### src/rtl/adc128s022_pkg.sv
// ADC128S022 SPI slave model: shared constants, types and helpers.
// Frame layout is 4 leading zeros followed by a 12-bit sample.
package adc128s022_pkg;

  localparam int FRAME_BITS = 16;
  localparam int DATA_BITS  = 12;
  localparam int LEAD_ZEROS = 4;
  localparam int NUM_CH     = 8;
  localparam int ADDR_LSB   = 3;
  localparam int ADDR_MSB   = 5;
  localparam int CNT_W      = 5;
  localparam int CH_W       = NUM_CH * DATA_BITS;

  typedef enum logic {
    ST_IDLE,
    ST_FRAME
  } state_t;

  typedef logic [ADDR_MSB-ADDR_LSB:0] addr_t;

  function automatic logic [FRAME_BITS-1:0] load_word(
    input logic [CH_W-1:0] ch,
    input addr_t           a
  );
    return {{LEAD_ZEROS{1'b0}},
            ch[int'(a)*DATA_BITS +: DATA_BITS]};
  endfunction

endpackage

### src/rtl/adc128s022_spi_slave_sync_edge_det.sv
// Multi-flop synchronizer with one-cycle rise/fall pulses.
// RST_VAL sets the idle level assumed while in reset.
module sync_edge_det #(
  parameter int SYNC_STAGES = 2,
  parameter bit RST_VAL     = 1'b0
) (
  input  logic clk,
  input  logic rst_n,
  input  logic d,
  output logic q,
  output logic rise,
  output logic fall
);

  logic [SYNC_STAGES-1:0] sync_q;
  logic                   prev_q;

  always_ff @(posedge clk or negedge rst_n) begin
    if (!rst_n) begin
      sync_q <= {SYNC_STAGES{RST_VAL}};
      prev_q <= RST_VAL;
    end else begin
      sync_q <= {sync_q[SYNC_STAGES-2:0], d};
      prev_q <= sync_q[SYNC_STAGES-1];
    end
  end

  assign q    = sync_q[SYNC_STAGES-1];
  assign rise = q & ~prev_q;
  assign fall = ~q & prev_q;

endmodule

### src/rtl/adc128s022_spi_slave.sv
// ADC128S022 behavioural SPI slave: 16-SCLK frames, pipelined channel
// select, continuous mode when CS_N is held low.
module adc128s022_spi_slave
  import adc128s022_pkg::*;
#(
  parameter int SYNC_STAGES = 2
) (
  input  logic            i_Clk,
  input  logic            i_Rst_L,
  input  logic            i_SCLK,
  input  logic            i_CS_N,
  input  logic            i_DIN,
  input  logic [CH_W-1:0] i_Ch_Data,
  output logic            o_DOUT,
  output logic            o_DOUT_OE,
  output logic            o_Frame_DV,
  output addr_t           o_Frame_Addr,
  output addr_t           o_Cur_Addr
);

  logic sclk_q, sclk_rise, sclk_fall;
  logic cs_q, cs_rise, cs_fall;
  logic din_q, din_rise, din_fall;

  sync_edge_det #(.SYNC_STAGES(SYNC_STAGES), .RST_VAL(1'b0)) u_sclk (
    .clk(i_Clk), .rst_n(i_Rst_L), .d(i_SCLK),
    .q(sclk_q), .rise(sclk_rise), .fall(sclk_fall)
  );

  sync_edge_det #(.SYNC_STAGES(SYNC_STAGES), .RST_VAL(1'b1)) u_cs (
    .clk(i_Clk), .rst_n(i_Rst_L), .d(i_CS_N),
    .q(cs_q), .rise(cs_rise), .fall(cs_fall)
  );

  sync_edge_det #(.SYNC_STAGES(SYNC_STAGES), .RST_VAL(1'b0)) u_din (
    .clk(i_Clk), .rst_n(i_Rst_L), .d(i_DIN),
    .q(din_q), .rise(din_rise), .fall(din_fall)
  );

  state_t                state_q, state_d;
  logic [CNT_W-1:0]      cnt_q;
  logic [FRAME_BITS-1:0] word_q;
  logic [7:0]            ctrl_q;

  logic  live, start, sample, shift, commit, abort;
  addr_t ctrl_addr, load_addr;

  logic unused_ok;
  assign unused_ok = ^{sclk_q, cs_q, din_rise, din_fall, ctrl_q};

  always_ff @(posedge i_Clk or negedge i_Rst_L) begin
    if (!i_Rst_L) state_q <= ST_IDLE;
    else          state_q <= state_d;
  end

  always_comb begin
    state_d = state_q;
    unique case (state_q)
      ST_IDLE:  if (cs_fall) state_d = ST_FRAME;
      ST_FRAME: if (cs_rise) state_d = ST_IDLE;
      default:  state_d = ST_IDLE;
    endcase
  end

  // CS_N rise masks any SCLK edge seen in the same cycle.
  always_comb begin
    live      = (state_q == ST_FRAME) && !cs_rise;
    commit    = live && sclk_rise
             && (cnt_q == CNT_W'(FRAME_BITS - 1));
    start     = ((state_q == ST_IDLE) && cs_fall) || commit;
    sample    = live && sclk_rise && (cnt_q < CNT_W'(8));
    shift     = live && sclk_fall && (cnt_q != '0);
    abort     = (state_q == ST_FRAME) && cs_rise;
    ctrl_addr = ctrl_q[ADDR_MSB:ADDR_LSB];
    load_addr = commit ? ctrl_addr : o_Cur_Addr;
  end

  assign o_DOUT_OE = (state_q == ST_FRAME);

  always_ff @(posedge i_Clk or negedge i_Rst_L) begin
    if (!i_Rst_L) begin
      cnt_q        <= '0;
      word_q       <= '0;
      ctrl_q       <= '0;
      o_DOUT       <= 1'b0;
      o_Frame_DV   <= 1'b0;
      o_Frame_Addr <= '0;
      o_Cur_Addr   <= '0;
    end else begin
      o_Frame_DV <= commit;
      if (commit) begin
        o_Cur_Addr   <= ctrl_addr;
        o_Frame_Addr <= ctrl_addr;
      end else if (abort && cnt_q >= CNT_W'(ADDR_MSB)) begin
        o_Cur_Addr <= ctrl_addr;
      end
      if (start) begin
        word_q <= load_word(i_Ch_Data, load_addr);
        cnt_q  <= '0;
        ctrl_q <= '0;
        o_DOUT <= 1'b0;
      end else if (abort) begin
        cnt_q  <= '0;
        o_DOUT <= 1'b0;
      end else begin
        if (live && sclk_rise) cnt_q <= cnt_q + 1'b1;
        if (sample) ctrl_q[~cnt_q[2:0]] <= din_q;
        if (shift)  o_DOUT <= word_q[~cnt_q[3:0]];
      end
    end
  end

endmodule
### config.mk
export PLATFORM = sky130hd
export DESIGN_NAME = adc128s022_spi_slave
export DESIGN_NICKNAME = d
export VERILOG_FILES = /design/src/rtl/adc128s022_pkg.sv /design/src/rtl/adc128s022_spi_slave_sync_edge_det.sv /design/src/rtl/adc128s022_spi_slave.sv
export SDC_FILE = /design/constraint.sdc
export NUM_CORES = 1
export LEC_CHECK = 0
export CORE_MARGIN = 2
export CORE_UTILIZATION = 50
export CTS_BUF_LIST = sky130_fd_sc_hd__clkbuf_4
export CTS_CLUSTER_SIZE = 14
export DETAILED_ROUTE_END_ITERATION = 12
export PLACE_DENSITY = 0.95
export SLEW_MARGIN = 20
export SYNTH_ARGS = -nofsm -noshare
export SYNTH_HDL_FRONTEND = slang
export SYNTH_SLANG_ARGS = --single-unit
### constraint.sdc
create_clock -name i_Clk -period 6.2 [get_ports i_Clk]
set_input_delay 1.24 -clock i_Clk [delete_from_list [all_inputs] [get_ports i_Clk]]
set_output_delay 1.24 -clock i_Clk [all_outputs]
set_load 0.05 [all_outputs]
==> results of run 1 <==
==> layout by cell type (no fill, tap or decap), types with 6 or more instances in the layout <==
cell,synthesis,routed
clkbuf_4,0,6
nand4_1,16,16
mux2_2,12,12
nand2_1,21,21
o311a_1,8,8
a32o_1,11,11
a21oi_1,21,21
a211o_1,8,8
dfrtp_1,34,34
nand3_1,44,44
inv_1,9,9
o21ai_0,22,22
nor2_1,20,20
a31oi_1,20,19
clkdlybuf4s50_1,0,108
and3_1,17,17
==> power groups by stage <==
stage                     Sequential, W  Clock [W]  Combinational (W)
final                          0.000286   0.000176           0.000167
after global routing           0.000289   0.000192           0.000180
after CTS                      0.000285   0.000178           0.000166
after detailed placement       0.000288          0           0.000164
after global placement         0.000287          0           0.000159
after floorplan                0.000276          0          0.0000854
==> final timing paths <==
| kind | startpoint | endpoint | slack, ns | cells past startpoint |
|---|---|---|---|---|
| worst max-delay path | cnt_q[0] | word_q[1] | 2.84 | 8 |
| worst min register to register | u_sclk.sync_q[0] | u_sclk.sync_q[1] | 0.36 | 0 |
| max in group asynchronous | i_Rst_L | cnt_q[3] | 4.70 | 1 |
| worst max register to register | cnt_q[0] | word_q[1] | 2.84 | 8 |
| worst min-delay path | u_sclk.sync_q[0] | u_sclk.sync_q[1] | 0.36 | 0 |
| min in group asynchronous | i_Rst_L | o_Frame_Addr[2] | 0.97 | 1 |
==> metal layers <==
layer,global-route usage [%],vias up
li1,-,1561
met1,42.5,1625
met2,51.0,190
met3,7.03,41
met4,15.3,0
met5,0,-
==> through the flow <==
stage	hold slack, ns	total power (W)	setup WS, ns	area (sq um)
floorplan	0.331	0.000361	3.70	3010
global placement	0.333	0.000447	2.87	4050
detailed placement	0.336	0.000452	2.62	4050
CTS	0.363	0.000628	2.58	4130
global route	0.366	0.000661	2.55	4150
finish	0.361	0.000630	2.84	4150
==> sequential cells by signal, indices dropped and copies added (netlist names) <==
name           count
o_Frame_DV         1
cnt_q              5
word_q            12
u_cs.sync_q        2
u_cs.prev_q        1
u_sclk.prev_q      1
o_Cur_Addr         3
u_din.sync_q       2
ctrl_q             3
o_DOUT_OE          1
o_Frame_Addr       3
o_DOUT             1
u_sclk.sync_q      2
==> synth_stat cells (2+ instances only) <==
library cell and n:
clkbuf_1 22, o31ai_1 3, nor3b_1 4, a21boi_0 2
mux2_2 12, o31ai_4 2, inv_1 9, nor2_1 20
o221a_1 3, buf_2 12, mux2i_1 4, nand2_1 21
ha_1 4, mux4_2 3, dfstp_2 3, o21ai_0 22
xor2_1 2, a2111o_1 3, a211o_1 8, a31oi_1 20
dfrtp_1 34, a211oi_1 3, nand4_1 16, o22ai_1 2
o311a_1 8, and3_1 17, a32o_1 11, nand2b_1 2
a21oi_1 21, nand3_1 44
==> critical path: cells and delay by family (launching register included) <==
family	cells	cell delay, ns
adders and majority gates	2	0.42
DFF	1	0.64
AOI/OAI and AO/OA	3	1.07
and+or+nand+nor	3	1.12
==> cells by family (layout without fill, tap and decap cells) <==
logic type / Yosys count / after routing
AO/OA/AOI/OAI: 113 / 113
XOR/XNOR: 3 / 3
adder cells (fa/ha/maj): 4 / 4
buffers and inverters: 46 / 130
flip-flops: 37 / 37
multiplexers: 19 / 19
AND/OR/NAND/NOR: 136 / 136
==> cell type report <==
class	count	area [sq um]	share of cell area, %
clock buffer	6	45.0	1.09
clock inverter	2	38.8	0.936
tap	75	93.8	2.26
multi-input combinational	275	1890	45.5
sequential	37	930	22.4
timing repair buffer	113	1120	26.9
inverter	9	33.8	0.815
==> flow_summary.html, run 1 <==
<table>
<tr><th>Metric</th><th>Value</th></tr>
<tr><th colspan="2">Floorplan</th></tr>
<tr><td>Die height</td><td>81.5 um</td></tr>
<tr><td>Die Wd</td><td>81.5 um</td></tr>
<tr><td>Standard-cell rows</td><td>28</td></tr>
<tr><td>IO Pins</td><td>110</td></tr>
<tr><td>Core area</td><td>0.00585 sq mm</td></tr>
<tr><td>Initial core utilization</td><td>51.4%</td></tr>
<tr><td>Die Outline Area</td><td>0.00665 sq mm</td></tr>
<tr><th colspan="2">Status</th></tr>
<tr><td>Outcome</td><td>finished clean</td></tr>
<tr><th colspan="2">Power and ir drop</th></tr>
<tr><td>Share of power burned in the clock network</td><td>28.0%</td></tr>
<tr><td>Part of the total power dissipated in sequential elements</td><td>45.5%</td></tr>
<tr><td>Switching share of power</td><td>28.4%</td></tr>
<tr><td>Switching power total</td><td>0.000179 W</td></tr>
<tr><td>Peak supply drop</td><td>128 uV</td></tr>
<tr><td>Gate power share</td><td>26.6%</td></tr>
<tr><td>Areal power density over the cells</td><td>152 mW/mm^2</td></tr>
<tr><td>Leakage power summed over all cells</td><td>1.65 nW</td></tr>
<tr><td>Internal power component</td><td>0.000451 W</td></tr>
<tr><th colspan="2">Timing</th></tr>
<tr><td>Final number of max-transition violations</td><td>0</td></tr>
<tr><td>Setup TNS</td><td>0 ns</td></tr>
<tr><td>Max Freq</td><td>0.298 GHz</td></tr>
<tr><td>Slew @ Worst Pin</td><td>0.876 ns</td></tr>
<tr><td>Clock skew</td><td>0.00783 ns</td></tr>
<tr><td>Final cycle utilization of the critical path</td><td>54.1%</td></tr>
<tr><td>RSZ-0062 raised after global routing</td><td>false</td></tr>
<tr><td>Final min period</td><td>3.36 ns</td></tr>
<tr><td>Max-slew headroom</td><td>41.5%</td></tr>
<tr><td>Hold violation total from the final report</td><td>0</td></tr>
<tr><td>Final-report setup violation count</td><td>0</td></tr>
<tr><th colspan="2">Detailed routing</th></tr>
<tr><td>Initial DRC count</td><td>370</td></tr>
<tr><td>DRT antenna net count</td><td>0</td></tr>
<tr><td>Post-DR vias/cell</td><td>6.61</td></tr>
<tr><td>Drc violations</td><td>0</td></tr>
<tr><td>Routed via count</td><td>3417</td></tr>
<tr><td>Routed length on met3</td><td>803 um</td></tr>
<tr><td>Highest routing layer actually used</td><td>met4</td></tr>
<tr><td>Met2 wire length</td><td>5070 um</td></tr>
<tr><td>Post-Route WL</td><td>10400 um</td></tr>
<tr><td>Met1 wire length</td><td>4130 um</td></tr>
<tr><td>Count of TritonRoute iterations in the first routing pass</td><td>7</td></tr>
<tr><td>Mean routed wirelength per cell</td><td>20.1 um</td></tr>
<tr><th colspan="2">Clock tree</th></tr>
<tr><td>Number of gates given a new drive strength after cts</td><td>0</td></tr>
<tr><td>Root buf cell</td><td>clkbuf_4</td></tr>
<tr><td>Total CTS buffers</td><td>5</td></tr>
<tr><td>TritonCTS sink count</td><td>37</td></tr>
<tr><td>Clock insertion delay at the later pin of the skew report</td><td>0.36 ns</td></tr>
<tr><td>Buffer depth of the longest clock path</td><td>2</td></tr>
<tr><td>Clock tree from TritonCTS</td><td>yes</td></tr>
<tr><td>Post-CTS setup buffer count</td><td>0</td></tr>
<tr><td>Clock transition time at the flip-flop clock pins of the worst setup and hold paths</td><td>0.11 ns</td></tr>
<tr><td>Number of levels the H-tree was split into</td><td>2</td></tr>
<tr><td>Hold buffer count at cts</td><td>0</td></tr>
<tr><th colspan="2">Setup path</th></tr>
<tr><td>Signal arrival time at the worst endpoint</td><td>3.62 ns</td></tr>
<tr><td>Cells traversed along the worst timing path</td><td>ha_1, and3_1, ha_1, and3b_1, nand3_1, a2bb2oi_1, a2111o_1, a32o_1</td></tr>
<tr><td>Highest-delay cell along the critical path</td><td>nand3_1</td></tr>
<tr><td>CP Launch Type</td><td>register</td></tr>
<tr><td>Kind of end point of the critical path</td><td>register</td></tr>
<tr><td>Classification of the worst setup path</td><td>reg -&gt; reg</td></tr>
<tr><td>Maximum fanout encountered on the critical timing path</td><td>20</td></tr>
<tr><td>Required arrival time at the worst endpoint</td><td>6.46 ns</td></tr>
<tr><td>Critical path's most frequent cell</td><td>ha_1</td></tr>
<tr><td>CP max stage delay</td><td>0.66 ns</td></tr>
<tr><th colspan="2">Synth</th></tr>
<tr><td>Post-synthesis adder-cell area fraction</td><td>1.67%</td></tr>
<tr><td>Synthesized-area fraction occupied by ao, oa, aoi and oai cells</td><td>27.5%</td></tr>
<tr><td>Ys async rst share</td><td>100%</td></tr>
<tr><td>Count of state elements after synthesis</td><td>37</td></tr>
<tr><td>Mapped Cells</td><td>358</td></tr>
<tr><td>Synth Area in Simple Gates</td><td>24.4%</td></tr>
<tr><td>Main combinational cell family by area after synthesis</td><td>compound AO/OA/AOI/OAI gates</td></tr>
<tr><td>Netlist Area Pre-Place</td><td>0.00301 sq mm</td></tr>
<tr><td>Sequential area share after synthesis</td><td>30.9%</td></tr>
<tr><td>Flip-flop cell with the highest count after synthesis</td><td>dfrtp_1</td></tr>
<tr><td>Leading area contributor after synthesis</td><td>dfrtp_1</td></tr>
<tr><td>Count of warnings emitted by yosys</td><td>0</td></tr>
<tr><td>Per-instance average area after synthesis</td><td>8.39 sq um</td></tr>
<tr><td>Number of flops mapped to enable cells by yosys</td><td>0</td></tr>
<tr><td>Share of cell area taken by muxes after synthesis</td><td>8.08%</td></tr>
<tr><td>Proportion of netlist area held by the largest area contributor</td><td>28.3%</td></tr>
<tr><td>Xor/xnor cell area share of the yosys netlist</td><td>0.874%</td></tr>
<tr><td>Number of distinct library cell variants in the gate-level netlist after synthesis</td><td>51</td></tr>
<tr><td>Post-Syn Nets</td><td>463</td></tr>
<tr><td>Ranking of synthesized cells by area</td><td>dfrtp_1 28%, nand3_1 7.3%, mux2_2 4.5%</td></tr>
<tr><th colspan="2">Finish</th></tr>
<tr><td>Count of filler cells inserted in the layout</td><td>453</td></tr>
<tr><td>NumNets Final</td><td>546</td></tr>
<tr><td>N_diodes</td><td>0</td></tr>
<tr><td>Count of placed standard cells in the final layout, fillers left out</td><td>517</td></tr>
<tr><td>Post-route core utilization</td><td>70.9%</td></tr>
<tr><td>Layout cell share with drive strength beyond 1</td><td>9.50%</td></tr>
<tr><td>Layout-stage area growth over the synthesis result</td><td>37.9%</td></tr>
<tr><th colspan="2">Global route</th></tr>
<tr><td>Global-route usage over all layers</td><td>32.4%</td></tr>
<tr><td>Global-route wire length before repair</td><td>16500 um</td></tr>
<tr><td>Maximum number of pins on one net before global-route repair</td><td>46</td></tr>
<tr><td>Number of global-route vias before repair</td><td>3334</td></tr>
<tr><td>Gr ovfl total</td><td>0</td></tr>
<tr><td>Initial antenna violation count</td><td>0</td></tr>
<tr><th colspan="2">Placed design</th></tr>
<tr><td># placed instances</td><td>509</td></tr>
<tr><td>Post-DP HPWL</td><td>7530 um</td></tr>
<tr><td>IO Port Bufs</td><td>109</td></tr>
<tr><td>Weighted congestion reported at the end of routability-driven placement</td><td>0.933</td></tr>
<tr><th colspan="2">Job</th></tr>
<tr><td># Max-Cap Violations</td><td>0</td></tr>
<tr><th colspan="2">Min path</th></tr>
<tr><td>Hold Crit Class</td><td>reg -&gt; reg</td></tr>
</table>
Note: power is estimated with default switching activity, not from simulation.
==> run 2, diff against run 1 <==
--- a/config.mk
+++ b/config.mk
@@ -6,11 +6,11 @@
 export NUM_CORES = 1
 export LEC_CHECK = 0
 export CORE_MARGIN = 2
-export CORE_UTILIZATION = 50
+export CORE_UTILIZATION = 42
 export CTS_BUF_LIST = sky130_fd_sc_hd__clkbuf_4
 export CTS_CLUSTER_SIZE = 14
 export DETAILED_ROUTE_END_ITERATION = 12
-export PLACE_DENSITY = 0.95
+export PLACE_DENSITY = 0.91
 export SLEW_MARGIN = 20
 export SYNTH_ARGS = -nofsm -noshare
 export SYNTH_HDL_FRONTEND = slang
==> constraint.sdc (replaced) <==
create_clock -name i_Clk -period 2.9 [get_ports i_Clk]
set_input_delay 0.58 -clock i_Clk [delete_from_list [all_inputs] [get_ports i_Clk]]
set_output_delay 0.58 -clock i_Clk [all_outputs]
set_load 0.05 [all_outputs]
==> run 2 against run 1 <==
Compared with the run above: sequential cell count is the same; wire length down 1.2%; largest cell class unchanged; hold slack worse by 0.052 ns; critical endpoint is now o_Cur_Addr[1].
==> flow_summary.html, run 2 (same netlist as run 1, synthesis figures left out) <==
<table>
<tr><th>Metric</th><th>Value</th></tr>
<tr><th colspan="2">Setup path</th></tr>
<tr><td>CP Launch Type</td><td>register</td></tr>
<tr><td>CP max stage delay</td><td>0.42 ns</td></tr>
<tr><td>Combined buffer and inverter count along the critical path</td><td>2</td></tr>
<tr><td>Highest-delay cell along the critical path</td><td>dfrtp_1</td></tr>
<tr><td>CP Depth</td><td>9</td></tr>
<tr><td>Critical path's most frequent cell</td><td>ha_1</td></tr>
<tr><td>Signal arrival time at the worst endpoint</td><td>2.89 ns</td></tr>
<tr><td>Register-to-register setup slack</td><td>0.26 ns</td></tr>
<tr><td>Delay-heaviest family, CP</td><td>simple AND/OR/NAND/NOR gates</td></tr>
<tr><td>Maximum fanout encountered on the critical timing path</td><td>11</td></tr>
<tr><td>Cells traversed along the worst timing path</td><td>ha_1, and3_1, ha_1, and3b_1, nand3_1, buf_4, inv_1, nor2_1, mux2_2</td></tr>
<tr><td>Required arrival time at the worst endpoint</td><td>3.16 ns</td></tr>
<tr><td>Kind of end point of the critical path</td><td>register</td></tr>
<tr><td>Classification of the worst setup path</td><td>reg -&gt; reg</td></tr>
<tr><td>Worst reg2reg path depth</td><td>9</td></tr>
<tr><th colspan="2">Placed design</th></tr>
<tr><td>Post-DP HPWL</td><td>7590 um</td></tr>
<tr><td>Pre-CTS setup slack</td><td>0.318 ns</td></tr>
<tr><td>IO Port Bufs</td><td>109</td></tr>
<tr><td>Weighted congestion reported at the end of routability-driven placement</td><td>0.942</td></tr>
<tr><td># placed instances</td><td>546</td></tr>
<tr><th colspan="2">Global route</th></tr>
<tr><td>Gr ovfl total</td><td>0</td></tr>
<tr><td>Initial antenna violation count</td><td>0</td></tr>
<tr><td>Global-route usage over all layers</td><td>25.7%</td></tr>
<tr><td>Met3 routing resource usage after global routing</td><td>4.94%</td></tr>
<tr><td>Global-route met1 utilization</td><td>34.7%</td></tr>
<tr><td>Maximum number of pins on one net before global-route repair</td><td>45</td></tr>
<tr><td>Global-route wire length before repair</td><td>15800 um</td></tr>
<tr><td>Busiest metal layer after global routing</td><td>met2</td></tr>
<tr><td>Number of global-route vias before repair</td><td>3124</td></tr>
<tr><td>Routing usage on met2</td><td>42.8%</td></tr>
<tr><th colspan="2">Finish</th></tr>
<tr><td>Largest registers</td><td>word_q: 12 flops, cnt_q: 5 flops</td></tr>
<tr><td>Register containing the most flip-flops in the final layout</td><td>word_q</td></tr>
<tr><td>Layout-stage area growth over the synthesis result</td><td>43.3%</td></tr>
<tr><td>Count of placed standard cells in the final layout, fillers left out</td><td>554</td></tr>
<tr><td>Post-route core utilization</td><td>62.7%</td></tr>
<tr><td>Most common cell after layout, fill and taps aside</td><td>clkdlybuf4s50_1</td></tr>
<tr><td>Count of filler cells inserted in the layout</td><td>562</td></tr>
<tr><td>NumNets Final</td><td>562</td></tr>
<tr><td>Commonest cells after routing, fill and taps aside</td><td>108 x clkdlybuf4s50_1, 44 x nand3_1, 34 x dfrtp_1, 22 x o21ai_0</td></tr>
<tr><td>Layout cell share with drive strength beyond 1</td><td>12.2%</td></tr>
<tr><td>Area of combinational cells with multiple inputs</td><td>0.00188 sq mm</td></tr>
<tr><td>Max FFs per register</td><td>12</td></tr>
<tr><td>N_diodes</td><td>0</td></tr>
<tr><td>Sequential cell area</td><td>930 sq um</td></tr>
<tr><th colspan="2">Clock tree</th></tr>
<tr><td>Clock transition time at the flip-flop clock pins of the worst setup and hold paths</td><td>0.13 ns</td></tr>
<tr><td>Hold buffer count at cts</td><td>0</td></tr>
<tr><td>TritonCTS sink count</td><td>37</td></tr>
<tr><td>Root buf cell</td><td>clkbuf_4</td></tr>
<tr><td>Clock tree from TritonCTS</td><td>yes</td></tr>
<tr><td>Post-CTS setup buffer count</td><td>0</td></tr>
<tr><td>Number of levels the H-tree was split into</td><td>2</td></tr>
<tr><td>Total CTS buffers</td><td>5</td></tr>
<tr><td>Clock insertion delay at the later pin of the skew report</td><td>0.36 ns</td></tr>
<tr><td>Buffer depth of the longest clock path</td><td>2</td></tr>
<tr><td>Number of gates given a new drive strength after cts</td><td>0</td></tr>
<tr><th colspan="2">Timing</th></tr>
<tr><td>Hold violation total from the final report</td><td>0</td></tr>
<tr><td>Final min period</td><td>2.64 ns</td></tr>
<tr><td>Final number of max-transition violations</td><td>0</td></tr>
<tr><td>RSZ-0062 raised after global routing</td><td>false</td></tr>
<tr><td>Slew @ Worst Pin</td><td>0.844 ns</td></tr>
<tr><td>Max-slew headroom</td><td>43.7%</td></tr>
<tr><td>Final-report setup violation count</td><td>0</td></tr>
<tr><td>Worst Setup Slack, final</td><td>0.265 ns</td></tr>
<tr><td>Max Freq</td><td>0.379 GHz</td></tr>
<tr><td>Post-Route Hold Slack</td><td>0.310 ns</td></tr>
<tr><td>Final cycle utilization of the critical path</td><td>90.9%</td></tr>
<tr><td>Setup TNS</td><td>0 ns</td></tr>
<tr><td>Clock skew</td><td>0.0121 ns</td></tr>
<tr><th colspan="2">Detailed routing</th></tr>
<tr><td>Count of TritonRoute iterations in the first routing pass</td><td>5</td></tr>
<tr><td>Routed via count</td><td>3528</td></tr>
<tr><td>Post-Route WL</td><td>10300 um</td></tr>
<tr><td>Drc violations</td><td>0</td></tr>
<tr><td>Initial DRC count</td><td>357</td></tr>
<tr><td>Post-DR vias/cell</td><td>6.37</td></tr>
<tr><td>DRT antenna net count</td><td>0</td></tr>
<tr><td>Mean routed wirelength per cell</td><td>18.6 um</td></tr>
<tr><th colspan="2">Job</th></tr>
<tr><td># Max-Cap Violations</td><td>0</td></tr>
<tr><th colspan="2">Power and ir drop</th></tr>
<tr><td>Peak supply drop</td><td>151 uV</td></tr>
<tr><td>Leakage power summed over all cells</td><td>1.74 nW</td></tr>
<tr><td>Areal power density over the cells</td><td>317 mW/mm^2</td></tr>
<tr><th colspan="2">Floorplan</th></tr>
<tr><td>Standard-cell rows</td><td>30</td></tr>
<tr><td>Initial core utilization</td><td>43.8%</td></tr>
<tr><td>Die Outline Area</td><td>0.00785 sq mm</td></tr>
<tr><td>Die height</td><td>88.6 um</td></tr>
<tr><td>Core area</td><td>0.00687 sq mm</td></tr>
<tr><td>Die Wd</td><td>88.6 um</td></tr>
<tr><td>IO Pins</td><td>110</td></tr>
<tr><th colspan="2">Status</th></tr>
<tr><td>Outcome</td><td>finished clean</td></tr>
<tr><th colspan="2">Min path</th></tr>
<tr><td>Hold Crit Class</td><td>in -&gt; async</td></tr>
</table>
run 2: worst paths after layout:
check	startpoint	endpoint
max	cnt_q[1]	o_Cur_Addr[1]
min	i_Rst_L	ctrl_q[4]
max reg2reg	cnt_q[1]	o_Cur_Addr[1]
min reg2reg	u_din.sync_q[0]	u_din.sync_q[1]
max in group asynchronous	i_Rst_L	word_q[0]
min in group i_Clk	u_din.sync_q[0]	u_din.sync_q[1]
run 2: metrics by stage:
step           power (W)  cell area, sq um
4_1_cts          0.00136              4310
5_1_grt          0.00143              4310
2_1_floorplan   0.000772              3010
3_3_place_gp    0.000970              4220
6_report         0.00136              4310
3_5_place_dp    0.000980              4220
run 2: layer usage:
layer  up-vias  part of all wire (%)
li1       1585                     -
met1      1680                    40
met2       232                    49
met3        31                   8.7
met4         0                   2.3
met5         -                     0
run 2: final cells by class:
class                           count  area share [%]
Timing Repair Buffer              129            29.3
Sequential cell                    37            21.6
Clock inverter                      2           0.901
Clock buffer                        6            1.05
Tap cell                           96            2.79
Multi-Input combinational cell    275            43.6
Inverter                            9           0.785
run 2: report_power, final:
group	internal [W]	switching, W
combinational	0.000230	0.000159
sequential	0.000553	0.0000375
clock	0.000193	0.000192
==> run 3, diff against run 2 <==
--- a/config.mk
+++ b/config.mk
@@ -8,7 +8,7 @@
 export CORE_MARGIN = 2
 export CORE_UTILIZATION = 42
 export CTS_BUF_LIST = sky130_fd_sc_hd__clkbuf_4
-export CTS_CLUSTER_SIZE = 14
+export CTS_CLUSTER_SIZE = 12
 export DETAILED_ROUTE_END_ITERATION = 12
 export PLACE_DENSITY = 0.91
 export SLEW_MARGIN = 20
==> results of run 3 <==
The final DEF is identical to that of run 2; final timing and power are the same.
